[src/rtl/wash_if.sv]
// Washer sequencer I/O bundle: operator/config inputs and
// phase/actuator/display outputs.
interface wash_if;
  logic       tick;
  logic       run_btn;
  logic       door_open;
  logic [2:0] mode;
  logic [2:0] water_lvl;
  logic [3:0] phase;
  logic       valve_in;
  logic       motor_agit;
  logic       pump_out;
  logic       motor_spin;
  logic       busy;
  logic       paused;
  logic [7:0] remain_sec;
  logic [5:0] phase_remain;
  logic       beep;

  modport master (
    output tick, run_btn, door_open, mode, water_lvl,
    input  phase, valve_in, motor_agit, pump_out, motor_spin,
    input  busy, paused, remain_sec, phase_remain, beep
  );

  modport slave (
    input  tick, run_btn, door_open, mode, water_lvl,
    output phase, valve_in, motor_agit, pump_out, motor_spin,
    output busy, paused, remain_sec, phase_remain, beep
  );
endinterface

[src/rtl/wash_sequencer.sv]
// Washer cycle sequencer: fill/agitate/drain/spin phases on a
// 1 s tick, with run-button/door pause and a timed done beep.
module wash_sequencer #(
  parameter int unsigned WASH_T  = 6,
  parameter int unsigned RINSE_T = 4,
  parameter int unsigned DRAIN_T = 2,
  parameter int unsigned SPIN_T  = 3,
  parameter int unsigned DRY_T   = 5,
  parameter int unsigned BEEP_T  = 3
) (
  input logic clk,
  input logic rst_n,
  wash_if.slave bus
);

  typedef enum logic [3:0] {
    IDLE    = 4'd0,
    W_FILL  = 4'd1,
    W_AGIT  = 4'd2,
    R_DRAIN = 4'd3,
    R_SPIN  = 4'd4,
    R_FILL  = 4'd5,
    R_AGIT  = 4'd6,
    F_DRAIN = 4'd7,
    F_SPIN  = 4'd8,
    DONE    = 4'd9
  } state_t;

  state_t     state_q, state_d;
  logic       paused_q, paused_d;
  logic [2:0] mode_q, mode_d;
  logic [2:0] lvl_q, lvl_d;
  logic [2:0] lvl_in;
  logic [7:0] rem_q, rem_d;
  logic [5:0] pr_q, pr_d;
  logic [3:0] act_q, act_d;

  function automatic state_t first_phase(input logic [2:0] m);
    if (m[2])      return W_FILL;
    else if (m[1]) return R_DRAIN;
    else           return F_DRAIN;
  endfunction

  function automatic state_t next_phase(input state_t s,
                                        input logic [2:0] m);
    state_t n;
    n = DONE;
    case (s)
      W_FILL:  n = W_AGIT;
      W_AGIT:  n = m[1] ? R_DRAIN : F_DRAIN;
      R_DRAIN: n = R_SPIN;
      R_SPIN:  n = R_FILL;
      R_FILL:  n = R_AGIT;
      R_AGIT:  n = F_DRAIN;
      F_DRAIN: n = m[0] ? F_SPIN : DONE;
      default: n = DONE;
    endcase
    return n;
  endfunction

  function automatic logic [5:0] dur(input state_t s,
                                     input logic [2:0] l);
    logic [5:0] d;
    d = '0;
    case (s)
      W_FILL, R_FILL:   d = {3'b000, l};
      W_AGIT:           d = 6'(WASH_T);
      R_AGIT:           d = 6'(RINSE_T);
      R_DRAIN, F_DRAIN: d = 6'(DRAIN_T);
      R_SPIN:           d = 6'(SPIN_T);
      F_SPIN:           d = 6'(DRY_T);
      DONE:             d = 6'(BEEP_T);
      default:          d = '0;
    endcase
    return d;
  endfunction

  function automatic logic [7:0] total(input logic [2:0] m,
                                       input logic [2:0] l);
    logic [7:0] t;
    t = 8'(DRAIN_T);
    if (m[2]) t = t + {5'b0, l} + 8'(WASH_T);
    if (m[1]) t = t + 8'(DRAIN_T) + 8'(SPIN_T)
                + {5'b0, l} + 8'(RINSE_T);
    if (m[0]) t = t + 8'(DRY_T);
    return t;
  endfunction

  always_ff @(posedge clk or negedge rst_n) begin
    if (!rst_n) begin
      state_q  <= IDLE;
      paused_q <= 1'b0;
      mode_q   <= '0;
      lvl_q    <= '0;
      rem_q    <= '0;
      pr_q     <= '0;
      act_q    <= '0;
    end else begin
      state_q  <= state_d;
      paused_q <= paused_d;
      mode_q   <= mode_d;
      lvl_q    <= lvl_d;
      rem_q    <= rem_d;
      pr_q     <= pr_d;
      act_q    <= act_d;
    end
  end

  always_comb begin
    state_d  = state_q;
    paused_d = paused_q;
    mode_d   = mode_q;
    lvl_d    = lvl_q;
    rem_d    = rem_q;
    pr_d     = pr_q;
    act_d    = '0;
    if (bus.water_lvl == 3'd0)     lvl_in = 3'd1;
    else if (bus.water_lvl > 3'd5) lvl_in = 3'd5;
    else                           lvl_in = bus.water_lvl;

    case (state_q)
      IDLE: begin
        if (bus.run_btn && bus.mode != 3'b000
            && !bus.door_open) begin
          mode_d  = bus.mode;
          lvl_d   = lvl_in;
          rem_d   = total(bus.mode, lvl_in);
          state_d = first_phase(bus.mode);
          pr_d    = dur(state_d, lvl_in);
        end
      end
      DONE: begin
        if (bus.tick) begin
          if (pr_q == 6'd1) begin
            state_d = IDLE;
            pr_d    = '0;
            mode_d  = '0;
            lvl_d   = '0;
          end else begin
            pr_d = pr_q - 6'd1;
          end
        end
      end
      default: begin
        // pause/resume events take priority and swallow a coincident tick
        if (!paused_q) begin
          if (bus.run_btn || bus.door_open) begin
            paused_d = 1'b1;
          end else if (bus.tick) begin
            rem_d = rem_q - 8'd1;
            if (pr_q == 6'd1) begin
              state_d = next_phase(state_q, mode_q);
              pr_d    = dur(state_d, lvl_q);
              if (state_d == DONE) rem_d = '0;
            end else begin
              pr_d = pr_q - 6'd1;
            end
          end
        end else if (bus.run_btn && !bus.door_open) begin
          paused_d = 1'b0;
        end
      end
    endcase

    // {valve_in, motor_agit, pump_out, motor_spin}
    if (!paused_d) begin
      unique case (1'b1)
        (state_d == W_FILL || state_d == R_FILL):
          act_d = 4'b1000;
        (state_d == W_AGIT || state_d == R_AGIT):
          act_d = 4'b0100;
        (state_d == R_DRAIN || state_d == F_DRAIN):
          act_d = 4'b0010;
        (state_d == R_SPIN || state_d == F_SPIN):
          act_d = 4'b0011;
        default:
          act_d = 4'b0000;
      endcase
    end
  end

  assign bus.phase        = state_q;
  assign bus.valve_in     = act_q[3];
  assign bus.motor_agit   = act_q[2];
  assign bus.pump_out     = act_q[1];
  assign bus.motor_spin   = act_q[0];
  assign bus.busy         = (state_q != IDLE);
  assign bus.paused       = paused_q;
  assign bus.remain_sec   = rem_q;
  assign bus.phase_remain = pr_q;
  assign bus.beep         = (state_q == DONE);

endmodule

[src/flat_wrapper.sv]
// flat-port wrapper written by rule: the top's interface ports become plain ports
module wash_sequencer_flat 
#(
  parameter int unsigned WASH_T  = 6,
  parameter int unsigned RINSE_T = 4,
  parameter int unsigned DRAIN_T = 2,
  parameter int unsigned SPIN_T  = 3,
  parameter int unsigned DRY_T   = 5,
  parameter int unsigned BEEP_T  = 3
)
  (clk, rst_n, bus_tick, bus_run_btn, bus_door_open, bus_mode, bus_water_lvl, bus_phase, bus_valve_in, bus_motor_agit, bus_pump_out, bus_motor_spin, bus_busy, bus_paused, bus_remain_sec, bus_phase_remain, bus_beep);
  wash_if bus_i ();
  input logic clk;
  input logic rst_n;
  input wire logic [$bits(bus_i.tick)-1:0] bus_tick;
  input wire logic [$bits(bus_i.run_btn)-1:0] bus_run_btn;
  input wire logic [$bits(bus_i.door_open)-1:0] bus_door_open;
  input wire logic [$bits(bus_i.mode)-1:0] bus_mode;
  input wire logic [$bits(bus_i.water_lvl)-1:0] bus_water_lvl;
  output wire logic [$bits(bus_i.phase)-1:0] bus_phase;
  output wire logic [$bits(bus_i.valve_in)-1:0] bus_valve_in;
  output wire logic [$bits(bus_i.motor_agit)-1:0] bus_motor_agit;
  output wire logic [$bits(bus_i.pump_out)-1:0] bus_pump_out;
  output wire logic [$bits(bus_i.motor_spin)-1:0] bus_motor_spin;
  output wire logic [$bits(bus_i.busy)-1:0] bus_busy;
  output wire logic [$bits(bus_i.paused)-1:0] bus_paused;
  output wire logic [$bits(bus_i.remain_sec)-1:0] bus_remain_sec;
  output wire logic [$bits(bus_i.phase_remain)-1:0] bus_phase_remain;
  output wire logic [$bits(bus_i.beep)-1:0] bus_beep;
  assign bus_i.tick = bus_tick;
  assign bus_i.run_btn = bus_run_btn;
  assign bus_i.door_open = bus_door_open;
  assign bus_i.mode = bus_mode;
  assign bus_i.water_lvl = bus_water_lvl;
  assign bus_phase = bus_i.phase;
  assign bus_valve_in = bus_i.valve_in;
  assign bus_motor_agit = bus_i.motor_agit;
  assign bus_pump_out = bus_i.pump_out;
  assign bus_motor_spin = bus_i.motor_spin;
  assign bus_busy = bus_i.busy;
  assign bus_paused = bus_i.paused;
  assign bus_remain_sec = bus_i.remain_sec;
  assign bus_phase_remain = bus_i.phase_remain;
  assign bus_beep = bus_i.beep;
  wash_sequencer #(.WASH_T(WASH_T), .RINSE_T(RINSE_T), .DRAIN_T(DRAIN_T), .SPIN_T(SPIN_T), .DRY_T(DRY_T), .BEEP_T(BEEP_T)) u_core (.clk(clk), .rst_n(rst_n), .bus(bus_i));
endmodule
[config.mk]
export PLATFORM = sky130hd
export DESIGN_NAME = wash_sequencer_flat
export DESIGN_NICKNAME = d
export VERILOG_FILES = /design/src/rtl/wash_if.sv /design/src/rtl/wash_sequencer.sv /design/src/flat_wrapper.sv
export SDC_FILE = /design/constraint.sdc
export NUM_CORES = 1
export LEC_CHECK = 0
export BUFFER_PORTS_ARGS = -buffer_cell sky130_fd_sc_hd__buf_2
export CELL_PAD_IN_SITES_DETAIL_PLACEMENT = 1
export CELL_PAD_IN_SITES_GLOBAL_PLACEMENT = 2
export CORE_ASPECT_RATIO = 1.4
export CORE_MARGIN = 2
export CORE_UTILIZATION = 33
export CTS_BUF_LIST = sky130_fd_sc_hd__clkbuf_16
export DETAILED_ROUTE_END_ITERATION = 16
export PLACE_DENSITY_LB_ADDON = 0.1
export SYNTH_ARGS = -nofsm -noshare
export SYNTH_HDL_FRONTEND = slang
export SYNTH_SLANG_ARGS = --single-unit
[constraint.sdc]
create_clock -name clk -period 2.4 [get_ports clk]
set_input_delay 0.36 -clock clk [delete_from_list [all_inputs] [get_ports clk]]
set_output_delay 0.36 -clock clk [all_outputs]
set_load 0.005 [all_outputs]
**After elaboration in Yosys (flattened, before gate mapping)**

Cells that the tools add are included.

- Add/subtract/negate cells: 9
- $mul: 0
- Divide/modulo/power cells: 0
- Order comparisons: 1
- Equal/unequal tests: 42
- Shift-type cells: 0
- Muxes and demuxes: 58
- Bitwise logic cells: 1
- Reduce and logical (&&, ||, !) cells: 26

Operators with widths:

| kind | count |
|---|---|
| $mux W8 | 13 |
| $eq A4 B3 Y1 const B | 16 |
| $mux W4 | 15 |
| $mux W6 | 7 |
| $pmux W3 S6 | 2 |
| $eq A4 B2 Y1 const B | 8 |
| $pmux W4 S7 | 1 |
| $add A8 B3 Y8 const B | 3 |
| $eq A4 B4 Y1 const B | 6 |
| $mux W3 | 8 |
| $add A8 B2 Y8 const B | 2 |
| $eq A4 B1 Y1 const B | 4 |
| $pmux W4 S4 | 1 |
| $pmux W8 S2 | 1 |
| $reduce_or A2 Y1 | 7 |
| $pmux W6 S2 | 1 |
| $reduce_and A5 Y1 | 2 |
| $add A8 B3 Y8 | 1 |
| $pmux W4 S2 | 1 |
| $reduce_bool A4 Y1 | 2 |
| $sub A8 B1 Y8 const B | 1 |
| $eq A6 B1 Y1 const B | 1 |
| $ne A2 B2 Y1 const B | 3 |
| $ne A3 B3 Y1 const B | 2 |
| 17 further kinds | 29 |

- Bits in registers: 28
- Bits in latches: 0
- Memory bits (writable): 0
- Bits in read-only memories: 0
- Bits of input ports: 11
- Memories kept: 0

**Logic depth before layout (Yosys ltp)**

- Word-level depth: 19
- Gate-level depth with buffers: 10
- Mapped depth without buffers: 10

**Least setup slack after synthesis**

No wires, ideal clock.

- Path type: in2reg
- From: in bus_water_lvl[2]
- To: reg u_core.rem_q[5], in the netlist u_core.bus.remain_sec[5]
- Setup time: 126 ps
- Arrival: 2,446 ps
- Data required time: 2,274 ps
- Slack: -172 ps
- Stages: 10
- Buffers on the path: 0
- Cell sequence: nand2b_2 > inv_2 > ha_1 > nor2_1 > ha_1 > or3_1 > a31o_2 > o31ai_2 > nor4_1 > o32a_1

- Longest elaborated chain between the ends: 19
- Elaborated cells between the ends (all ways): 20
- Those cells by class: 7 x add/sub; 1 x order compare; 11 x mux; 1 x reduce/logical

RTL lines:

| what | RTL line | source |
|---|---|---|
| from (decl) | flat_wrapper.sv:19 | `input wire logic [$bits(bus_i.water_lvl)-1:0] bus_water_lvl;` |
| $gt A3 B3 Y1 | wash_sequencer.sv:118 | `else if (bus.water_lvl > 3'd5) lvl_in = 3'd5;` |
| $mux W3 | wash_sequencer.sv:118 |  |
| $mux W3 * | wash_sequencer.sv:117 | `if (bus.water_lvl == 3'd0) lvl_in = 3'd1;` |
| $add A2 B3 Y4 | wash_sequencer.sv:82 | `if (m[2]) t = t + {5'b0, l} + 8'(WASH_T);` |
| $add A8 B3 Y8 | wash_sequencer.sv:82 |  |
| $mux W8 | wash_sequencer.sv:82 |  |
| $mux W8 | wash_sequencer.sv:123 | `if (bus.run_btn && bus.mode != 3'b000` |
| $mux W8 | wash_sequencer.sv:121 | `case (state_q)` |
| $add A8 B2 Y8 (2 in a row) | wash_sequencer.sv:83 | `if (m[1]) t = t + 8'(DRAIN_T) + 8'(SPIN_T)` |
| $add A8 B3 Y8 (2 in a row) | wash_sequencer.sv:84 | `+ {5'b0, l} + 8'(RINSE_T);` |
| $mux W8 * | wash_sequencer.sv:83 |  |
| $mux W8 * | wash_sequencer.sv:123 |  |
| $mux W8 * | wash_sequencer.sv:121 |  |
| $add A8 B3 Y8 | wash_sequencer.sv:85 | `if (m[0]) t = t + 8'(DRY_T);` |
| $mux W8 * | wash_sequencer.sv:85 |  |
| $mux W8 * | wash_sequencer.sv:123 |  |
| $pmux W8 S2 * | wash_sequencer.sv:121 |  |
| to (signal assigned) | wash_sequencer.sv:103 | `rem_q <= rem_d;` |
| to (decl) | wash_sequencer.sv:34 | `logic [7:0] rem_q, rem_d;` |

Every way passes the cells marked *; elsewhere a longest branch is shown, timed or not. The select of a mux whose other input is x is not followed.
A chain may end at the register's enable or synchronous reset.

**Final worst setup path**

- From: in bus_water_lvl[1]
- To: reg u_core.rem_q[5], in the netlist u_core.bus.remain_sec[5]

The elaborated chain is that of the path after synthesis.

==> results_dict.tcl <==
set metrics [dict create \
    wl_per_cell_um 16.7 \
    antenna_cells 0 \
    min_path_type "in2async" \
    cts_tree "done" \
    maxSlewHeadroom_pct 56.3 \
    r2r_start "u_core.bus.phase_remain[1]" \
    dp_hpwl_um 4980 \
    post_cts_resized 0 \
    tightest_slew_ps 655 \
    io_pins 36 \
    synth-edff-count 0 \
    cp.required_ps 2560 \
    synth_fp_nets 268 \
    drt_wl_total_um 6240 \
    hold_viol 0 \
    syn_inst 250 \
    syn_to_final_growth_pct 25.4 \
    p_leak_nw 1.19 \
    ys_warn_count 0 \
    synthArstFlopShare_pct 100 \
    drc 0 \
    cts_root_buf "clkbuf_16" \
    maxSlewViolCount 0 \
    grt.overflow.total 0 \
    gp_congestion 0.842 \
    syn-cell-area_um2 2110 \
    postCtsSetupBuffers 0 \
    yosys_most_used_dff "dfrtp_1" \
    grt_pass1_vias 2091 \
    power_density_nw_per_um2 994 \
    critical_path_class "in2reg" \
    setup.worst_path.end_class "flop" \
    grt_max_degree 29 \
    arrival_ps 2420 \
    yosysSeqAreaShare_pct 33.2 \
    p_total_w 0.00263 \
    placed_cells_incl_taps 370 \
    initial_core_util_pct 34.0 \
    syn_avg_cell_area_um2 8.44 \
    maxCapViolCount 0 \
    coreArea_um2 6210 \
    max_freq_ghz 0.442 \
    drive_gt1_share_pct 26.8 \
    fin_nets 321 \
    route.vias.total 2088 \
    die-area_um2 7060 \
    rows 34 \
    cts_num_sinks 28 \
    cts_buffers 3 \
    start_kind "input port" \
    skew_ps 3.58 \
    cp_max_fo 3 \
    whs_ps 115 \
    cts_buffer_depth 2 \
    die_x_um 71.6 \
    path_clk_slew_ps 70 \
    h-tree-depth 1 \
    m1WireLength_um 2810 \
    met2_length_um 3170 \
    clk-insertion-delay-late_ps 270 \
    setup_violations 0 \
    synth_top_area_share_pct 33.2 \
    stdcell_count 374 \
    antenna_found_initial 0 \
    avgViaCountPerCell 5.58 \
    ys_seq_elements 28 \
    r2r_slack_ps 270 \
    yosysTopAreaCell "dfrtp_1" \
    rr_worst_depth 8 \
    finalCriticalPeriod_ps 2260 \
    highest_layer "met4" \
    track_usage_pct 18.5 \
    postCtsHoldBufs 0 \
    yosys-top-cells-area "dfrtp_1 (33%), a21oi_1 (4.7%), o21ai_0 (4.3%)" \
    drtPass1Iterations 4 \
    fillers 765 \
    final.period_utilization_pct 94.3 \
    drt_iter0_drc 47 \
    port_buffers 35 \
    tns_ps 0 \
    worstReg2RegEnd "u_core.act_q[1]" \
    die_h_um 98.6 \
    vdd_ir_drop_max_mv 0.462 \
    grt_pass1_wl_um 10500 \
    antenna_left 0 \
    synth_cell_types 57 \
    status "finished, final reports clean" \
    dr_wl_met3_um 150 \
    rsz0062_at_grt "false" \
]
==> per-layer routing <==
metal | global-route usage, % | up-vias
li1 | - | 1030
met1 | 23.2 | 1023
met2 | 33.1 | 29
met3 | 1.53 | 6
met4 | 5.52 | 0
met5 | 0 | -
==> placed cells by master, fill, tap and decap left out, types with 4 or more instances in the layout <==
master    n
o21ai_0  18
or3_1     6
nor2_1   16
buf_2    35
xnor2_1   8
ha_1      6
o21ai_1   9
nor3_1   13
a21oi_1  20
buf_4    25
nor2b_1   4
inv_1    14
a31oi_1   6
dfrtp_1  28
nand3_1   4
nand2_1  17
mux2i_1   5
==> how the worst max path moves through the flow <==
| stage | start | to | slack, ps | depth (start not counted) |
|---|---|---|---|---|
| after floorplan | bus_water_lvl[2] | u_core.bus.remain_sec[5] | -0.5 | 10 |
| after global placement | bus_water_lvl[1] | u_core.bus.remain_sec[5] | -120 | 10 |
| after detailed placement | bus_water_lvl[1] | u_core.bus.remain_sec[5] | -160 | 10 |
| after CTS | bus_water_lvl[1] | u_core.bus.remain_sec[5] | 120 | 10 |
| after global routing | bus_water_lvl[1] | u_core.bus.remain_sec[5] | 2 | 10 |
| final | bus_water_lvl[1] | u_core.bus.remain_sec[5] | 140 | 10 |
==> cells in the mapped netlist (all sizes together), types with 2 or more instances <==
cell type  instances
a211oi             3
a21oi             20
a31o               3
a31oi              6
and2               2
and3               3
and4               2
buf                6
clkbuf             6
dfrtp             28
ha                 7
inv               16
mux2               3
mux2i              5
nand2             17
nand2b             4
nand3              5
nand3b             2
nor2              16
nor2b              4
nor3              14
nor3b              2
nor4               4
o211ai             3
o21a               2
o21ai             27
o221ai             4
o22ai              3
o31ai              3
or3                6
xnor2              8
==> kinds of logic after synthesis <==
family | after synthesis | share of synthesized area, %
AOI/OAI and AO/OA | 82 | 25.0
adders and majority gates | 7 | 4.15
muxes | 8 | 3.97
and+or+nand+nor | 88 | 24.3
xor gates and xnor gates | 9 | 3.74
DFF | 28 | 33.2
buffers and inverters | 28 | 5.63
==> critical path, stage by stage <==
cell,delay [ps]
buf_2,120
nor2_1,180
ha_4,230
nor2_1,110
ha_1,250
or3_1,390
a31o_4,260
o31ai_4,180
nor4_1,70
o32a_1,280
==> registers in the layout, indices dropped and copies added, names as in the netlist <==
name                     flops
u_core.act_q                 4
u_core.bus.phase_remain      6
u_core.lvl_q                 3
u_core.bus.paused            1
u_core.bus.remain_sec        8
u_core.mode_q                2
u_core.bus.phase             4
==> where the power goes <==
part / internal (W) / switching [W]
sequential: 0.000604 / 0.000194
clock: 0.000333 / 0.000175
combinational: 0.000603 / 0.000723
==> cell type report <==
class / instances / area [um^2] / share of cell area [%]
repair buffers: 60 / 363 / 13.7
well taps: 72 / 90.1 / 3.40
clock buffers: 3 / 75.1 / 2.84
multi-input cells: 194 / 1330 / 50.1
flip-flops and latches: 28 / 701 / 26.5
clock inverters: 1 / 30.0 / 1.13
inverters: 16 / 62.6 / 2.36
==> stage by stage <==
step	util (%)	setup WS, ps	instance area (um^2)
6_report	42.6	136	2650
5_1_grt	42.6	2.12	2650
4_1_cts	42.6	122	2650
3_5_place_dp	40.9	-156	2540
3_3_place_gp	40.9	-123	2540
2_1_floorplan	-	-0.486	2150
No activity file was read; power rests on OpenSTA's default activity.
